[src/rtl/bsg_thermometer_credit_counter_pkg.sv]
// Shared types for the thermometer credit counter.
package bsg_thermometer_credit_counter_pkg;

  // Sticky error flags, cleared only by reset.
  typedef struct packed {
    logic ovf;   // a return pushed the count past capacity
    logic unf;   // a take arrived with no credit held
  } err_flags_t;

endpackage

[src/rtl/bsg_thermometer_credit_counter_count.sv]
// Population count of a thermometer code; purely combinational.
module bsg_thermometer_count #(
  parameter int width_p = 8
) (
  input  logic [width_p-1:0]           therm,
  output logic [$clog2(width_p+1)-1:0] count
);

  localparam int cnt_w = $clog2(width_p + 1);

  // Sum the set bits; the input is 0*1* so this equals the position of the top one plus one.
  always_comb begin
    // NOTE: give every always_comb output a value before any branch or loop, otherwise a latch is inferred.
    count = '0;
    for (int i = 0; i < width_p; i++) begin
      count = count + cnt_w'(therm[i]);
    end
  end

endmodule

[src/rtl/bsg_thermometer_credit_counter.sv]
// Credit counter kept as a thermometer code: one take and up to max_step_p returns per cycle.
module bsg_thermometer_credit_counter
  import bsg_thermometer_credit_counter_pkg::*;
#(
  // Capacity; sized by the instantiating design.
  parameter int width_p        = 8,
  parameter int max_step_p     = 1,
  parameter int init_credits_p = width_p
) (
  input  logic                            clk_i,
  input  logic                            reset_i,
  input  logic [$clog2(max_step_p+1)-1:0] ret_cnt_i,
  input  logic                            take_i,
  output logic [width_p-1:0]              therm_o,
  output logic [$clog2(width_p+1)-1:0]    count_o,
  output logic                            avail_o,
  output logic                            full_o,
  output logic                            overflow_o,
  output logic                            underflow_o
);

  localparam logic [width_p-1:0] all_ones   = '1;
  localparam logic [width_p-1:0] init_therm = ~(all_ones << init_credits_p);

  if (max_step_p < 1 || max_step_p > width_p) begin : g_bad_step
    $error("max_step_p must be in 1..width_p");
  end
  if (init_credits_p < 0 || init_credits_p > width_p) begin : g_bad_init
    $error("init_credits_p must be in 0..width_p");
  end

  logic [width_p-1:0] therm_r;
  logic [width_p-1:0] therm_mid;
  logic [width_p-1:0] therm_n;
  logic               take_ok;
  logic               ovf_n;
  err_flags_t         err_r;

  // Take step: a legal take shifts one credit out of the bottom of the code.
  always_comb begin
    take_ok   = take_i & therm_r[0];
    therm_mid = take_ok ? (therm_r >> 1) : therm_r;
  end

  // Return step: one mux leg per legal shift amount; ones fill in from the bottom.
  // A one in bit width_p-k of the intermediate code is about to be shifted out, i.e. overflow.
  always_comb begin
    therm_n = therm_mid;
    ovf_n   = 1'b0;
    for (int k = 1; k <= max_step_p; k++) begin
      if (int'(ret_cnt_i) == k) begin
        therm_n = (therm_mid << k) | ~(all_ones << k);
        ovf_n   = therm_mid[width_p-k];
      end
    end
  end

  // Credit register and set-only sticky flags; reset wins over any traffic that cycle.
  always_ff @(posedge clk_i) begin
    // NOTE: state registers use non-blocking assignments so every flop samples pre-edge values.
    if (reset_i) begin
      therm_r <= init_therm;
      err_r   <= '0;
    end else begin
      therm_r <= therm_n;
      if (ovf_n)                err_r.ovf <= 1'b1;
      if (take_i && !therm_r[0]) err_r.unf <= 1'b1;
    end
  end

`ifndef SYNTHESIS
  // Returning more than max_step_p credits in one cycle is a protocol error upstream.
  always_ff @(posedge clk_i) begin
    if (!reset_i) begin
      assert (int'(ret_cnt_i) <= max_step_p)
        else $error("ret_cnt_i=%0d exceeds max_step_p=%0d", ret_cnt_i, max_step_p);
    end
  end
`endif

  bsg_thermometer_count #(.width_p(width_p)) u_count (
    .therm (therm_r),
    .count (count_o)
  );

  assign therm_o     = therm_r;
  assign avail_o     = therm_r[0];
  assign full_o      = therm_r[width_p-1];
  assign overflow_o  = err_r.ovf;
  assign underflow_o = err_r.unf;

endmodule

[config.mk]
export PLATFORM = sky130hd
export DESIGN_NAME = bsg_thermometer_credit_counter
export DESIGN_NICKNAME = d
export VERILOG_FILES = /design/src/rtl/bsg_thermometer_credit_counter_pkg.sv /design/src/rtl/bsg_thermometer_credit_counter_count.sv /design/src/rtl/bsg_thermometer_credit_counter.sv
export SDC_FILE = /design/constraint.sdc
export NUM_CORES = 1
export LEC_CHECK = 0
export CORE_AREA = 2 2 41 46
export DETAILED_ROUTE_END_ITERATION = 10
export DIE_AREA = 0 0 43 48
export GPL_ROUTABILITY_DRIVEN = 0
export PLACE_DENSITY = 0.75
export SYNTH_ARGS = -nofsm -noshare
export SYNTH_HDL_FRONTEND = slang
export SYNTH_SLANG_ARGS = --single-unit
[constraint.sdc]
create_clock -name clk_i -period 3.7 [get_ports clk_i]
set_input_delay 0.74 -clock clk_i [delete_from_list [all_inputs] [get_ports clk_i]]
set_output_delay 0.74 -clock clk_i [all_outputs]
set_load 0.02 [all_outputs]
# Word level (Yosys, flattened, before mapping)
# Index checks and enable logic that the tools add are counted.
classes:
  n_addsub: 7
  n_mul: 0
  div: 0
  n_lt_le_gt_ge: 0
  n_eq_ne: 0
  shift: 0
  mux: 3
  bitwise: 1
  reduce_logical: 3
ops:
  columns: ["cell", "count"]
  rows:
  - ["$add A4 B1 Y4", 6]
  - ["$mux W8", 2]
  - ["$add A1 B1 Y2", 1]
  - ["$reduce_or A2 Y1", 1]
  - ["$and A1 B1 Y1", 1]
  - ["$logic_and A1 B1 Y1", 1]
  - ["$logic_not A1 Y1", 1]
  - ["$mux W1", 1]
word_totals:
  reg_bits: 10
  latch_bits: 0
  ramBits: 0
  mem_bits_ro: 0
  in_bits: 4
  out_inout_bits: 16
  elab_cells: 18
  memories: 0

# Longest topological paths before layout
depth:
  word_depth: 7
  mapped_depth: 8
  depth_no_buf: 8

# Modules after synthesis
# Synthesis repeated with hierarchy kept, for this count alone.
hier_totals:
  cells_unflattened: 64
  area_unflattened_um2: 624.3
by_module_without_submodules:
  columns: ["module", "instances", "cells_per_inst", "area_per_inst_um2", "seq_area_each_um2"]
  rows:
  - ["bsg_thermometer_credit_counter", 1, 42, 431.7, 200.2]
  - ["bsg_thermometer_count", 1, 22, 192.7, 0.0]

# Worst setup path after synthesis
# OpenSTA, ideal clock, no wires.
synth_path:
  path_type: "register to output"
  start: "register therm_r[1], in the netlist therm_o[1]"
  end: "output count_o[2]"
  t_arrival_ps: 2860
  required_ps: 2960
  slack_ps: 100
  path_stages_with_launch: 8
  path_buffers: 0
  path_cell_list: "dfxtp_1 -> ha_1 -> inv_1 -> fa_1 -> fa_1 -> fa_1 -> fa_1 -> xnor2_1"
synth_between:
  elab_chain_cells: 7
synth_lines:
  columns: ["element", "line", "rtl"]
  rows:
  - ["start: declaration", "bsg_thermometer_credit_counter.sv:32", "logic [width_p-1:0] therm_r;"]
  - ["start signal: assignment", "bsg_thermometer_credit_counter.sv:62", "therm_r <= init_therm;"]
  - ["start signal: assignment", "bsg_thermometer_credit_counter.sv:65", "therm_r <= therm_n;"]
  - ["$add A1 B1 Y2", "bsg_thermometer_credit_counter_count.sv:16", "count = count + cnt_w'(therm[i]);"]
  - ["$add A4 B1 Y4 (6 in series)", "bsg_thermometer_credit_counter_count.sv:16", null]
  - ["end: declaration", "bsg_thermometer_credit_counter.sv:15", "output logic [$clog2(width_p+1)-1:0] count_o,"]
# Every way passes these cells.

# Final worst setup path
layout_path:
  start: "register therm_r[0], in the netlist therm_o[0]"
  end: "output count_o[1]"
# Same word-level chain as after synthesis.

==> results.toml <==
[critical_path]
path_class = "reg -> out"
r2r_start = "therm_o[0]"
start_kind = "flop"
crit_path_start = "therm_o[0]"
worst-endpoint-arrival_ns = 2.87
cp_max_fo = 2
end_kind = "primary output"
cp_data_required_time_ns = 2.96

[cells_and_area]
fin_util = 0.5913
stdcell_count = 109
drive_gt1_frac = 0.2717
final_nets = 104
area_delta_synth_final_pct = 37.20
antenna_cells = 0

[global_route]
overflow = 0
track_usage = 0.1648
grt_max_degree = 12
grt_pass1_vias = 570
antenna_found_initial = 0
grt_pass1_wl_um = 2435

[pwr]
pwr-share-seq = 0.369
internal_power_mw = 0.2170
power.switching_mw = 0.09356
sw_frac_of_total = 0.3012
peakVddDrop_v = 0.0001952
p_per_area_nw_per_um2 = 333.2
p_comb_frac = 0.312
clock_power_share = 0.319
leakage_nw = 0.4426

[place]
port_buffers = 19
place_hpwl_um = 1040
dp_cells = 105

[detailed_routing]
firstDrtPassIters = 3
drtAntennaViolNets = 0
via_count = 571
drc = 0
dr_wl_met3_um = 83
highest_layer = "met4"
routed_wl_um = 1377
wl_per_cell_um = 12.63
dr_wl_met2_um = 706
drt-met1-wl_um = 574
viasPerCell = 5.239
drt_iter0_drc = 6

[floorplanning]
num_rows = 15
die_w_um = 43
ioPinCount = 20
die_y_um = 48
coreArea_um2 = 1577
initial_core_util = 0.4310
die_area_um2 = 2064

[sta]
tightestPinTransition_ns = 0.3450
slew_viol_final = 0
rsz0062_at_grt = "yes"
hold_viol_final = 0
period_share = 0.9768
skew_ns = 0.005544
max_freq_ghz = 0.2767
fin_hold_ws_ns = 0.4728
final.min_clock_period_ns = 3.614
finalSetupViolCount = 0
relSlewSlack = 0.7700

[hold_path]
hp-start = "underflow_o"
worstHoldPathType = "reg -> reg"

[synth]
avgSynthCellArea_um2 = 9.569
yosysSeqAreaShare = 0.2947
syn_inst = 71
synth.distinct_cells = 25
synth_seq_cells = 10
syn_area_um2 = 679.4
synth_nets = 82
yosysWarnings = 0

[cts]
cts.path.max_buffers = 2
path_clk_slew_ns = 0.06
post_cts_buffers = 0
cts-buffers-inserted = 3
htreeDepth = 1
clockRootBuffer = "clkbuf_4"
clkLatencyLatePin_ns = 0.27
cts_sinks = 10
cts_tree = "done"

[run]
maxCapViolations = 0

[run_status]
status = "finished clean"
-- cell type report --
cell class	instances	area, um^2
clock buffers	4	36.28
fillers	143	644.4
inverters	13	48.80
multi-input cells	42	406.6
flip-flops and latches	10	202.7
well taps	17	21.27
repair buffers	23	216.5
-- critical path, cell delays in order, from the launching register on --
cell	delay (ns)
dfxtp_2	0.33
ha_4	0.26
inv_2	0.03
fa_1	0.50
fa_1	0.43
fa_2	0.37
fa_2	0.52
inv_1	0.04
buf_6	0.12
-- Yosys cell counts --
cell | number | area (um^2)
ha_1 | 3 | 37.54
o21a_1 | 1 | 7.510
a21boi_4 | 1 | 18.77
o22ai_1 | 6 | 37.54
fa_1 | 4 | 80.08
nor3_2 | 5 | 50.05
a31oi_1 | 1 | 6.260
buf_4 | 3 | 22.52
o21bai_1 | 5 | 37.54
nand3b_1 | 1 | 7.510
a211o_1 | 1 | 8.760
inv_1 | 13 | 48.80
buf_6 | 2 | 22.52
a21bo_2 | 1 | 10.01
nor2_1 | 3 | 11.26
o31ai_1 | 1 | 7.510
o31ai_2 | 1 | 12.51
nor2b_1 | 1 | 6.260
xnor2_1 | 1 | 8.760
nand2_1 | 1 | 3.750
clkbuf_1 | 1 | 3.750
nand2b_1 | 1 | 6.260
and3b_1 | 1 | 8.760
a21oi_1 | 3 | 15.01
dfxtp_1 | 10 | 200.2
-- placed cells by master (no fill, tap or decap), types with 2 or more instances in the layout --
master           count
a21oi_1              3
buf_4                5
clkbuf_4             3
clkdlybuf4s50_1     15
dfxtp_1              8
dfxtp_2              2
dlygate4sd2_1        2
fa_1                 2
fa_2                 2
ha_1                 2
inv_1               12
nor2_1               3
nor3_2               5
o21bai_1             5
o22ai_1              6
-- through the flow --
stage	setup WS [ns]	total power [mW]	cell area (um^2)	TNS (ns)
finish	0.08598	0.3106	932.1	0
global route	-0.01937	0.3291	932.1	-0.01937
CTS	0.05967	0.3055	898.4	0
detailed placement	-0.1528	0.2142	872.1	-0.2533
global placement	-0.09129	0.2111	872.1	-0.1234
floorplan	0.09952	0.1775	679.4	0
-- flip-flops by register name (all words and copies together), names as in the netlist --
name and flops:
underflow_o 1, therm_o 8, overflow_o 1
-- what timing repair did --
| item | CTS | global route |
|---|---|---|
| endpoints found under the setup margin | 3 | 2 |
| resized for setup | 12 | 9 |
| pin swaps | 0 | 0 |
| hold buffers | 0 | 0 |
-- path summary, 6_finish.rpt --
| check | slack [ns] | end | cells past startpoint |
|---|---|---|---|
| max | 0.09 | count_o[1] | 8 |
| min | 0.47 | underflow_o | 2 |
| max reg2reg | 2.51 | therm_o[5] | 4 |
| min reg2reg | 0.47 | underflow_o | 2 |
-- logic make-up (layout without fill, tap and decap cells) --
group                      count (synthesis)  count (layout)  share of synthesized area
DFF                                       10              10                     0.2947
and+or+nand+nor                           13              13                     0.1381
buffers and inverters                     19              40                     0.1436
xor gates and xnor gates                   1               1                    0.01289
AOI/OAI and AO/OA                         21              21                     0.2376
adders and majority gates                  7               7                     0.1731
-- metal layers --
metal / GRT usage / vias to the layer above
met3: 0.04528 / 2
met4: 0.05455 / 0
met5: 0 / -
met1: 0.1689 / 267
li1: - / 281
met2: 0.3303 / 21
-- power by group through the flow --
stage,combinational (mW),sequential (mW),clock [mW]
detailed placement,0.0976,0.117,0
floorplan,0.0561,0.121,0
CTS,0.0897,0.114,0.102
global placement,0.0945,0.117,0
global route,0.107,0.115,0.107
finish,0.0968,0.115,0.0991
Power figures use the tool's default switching activity.
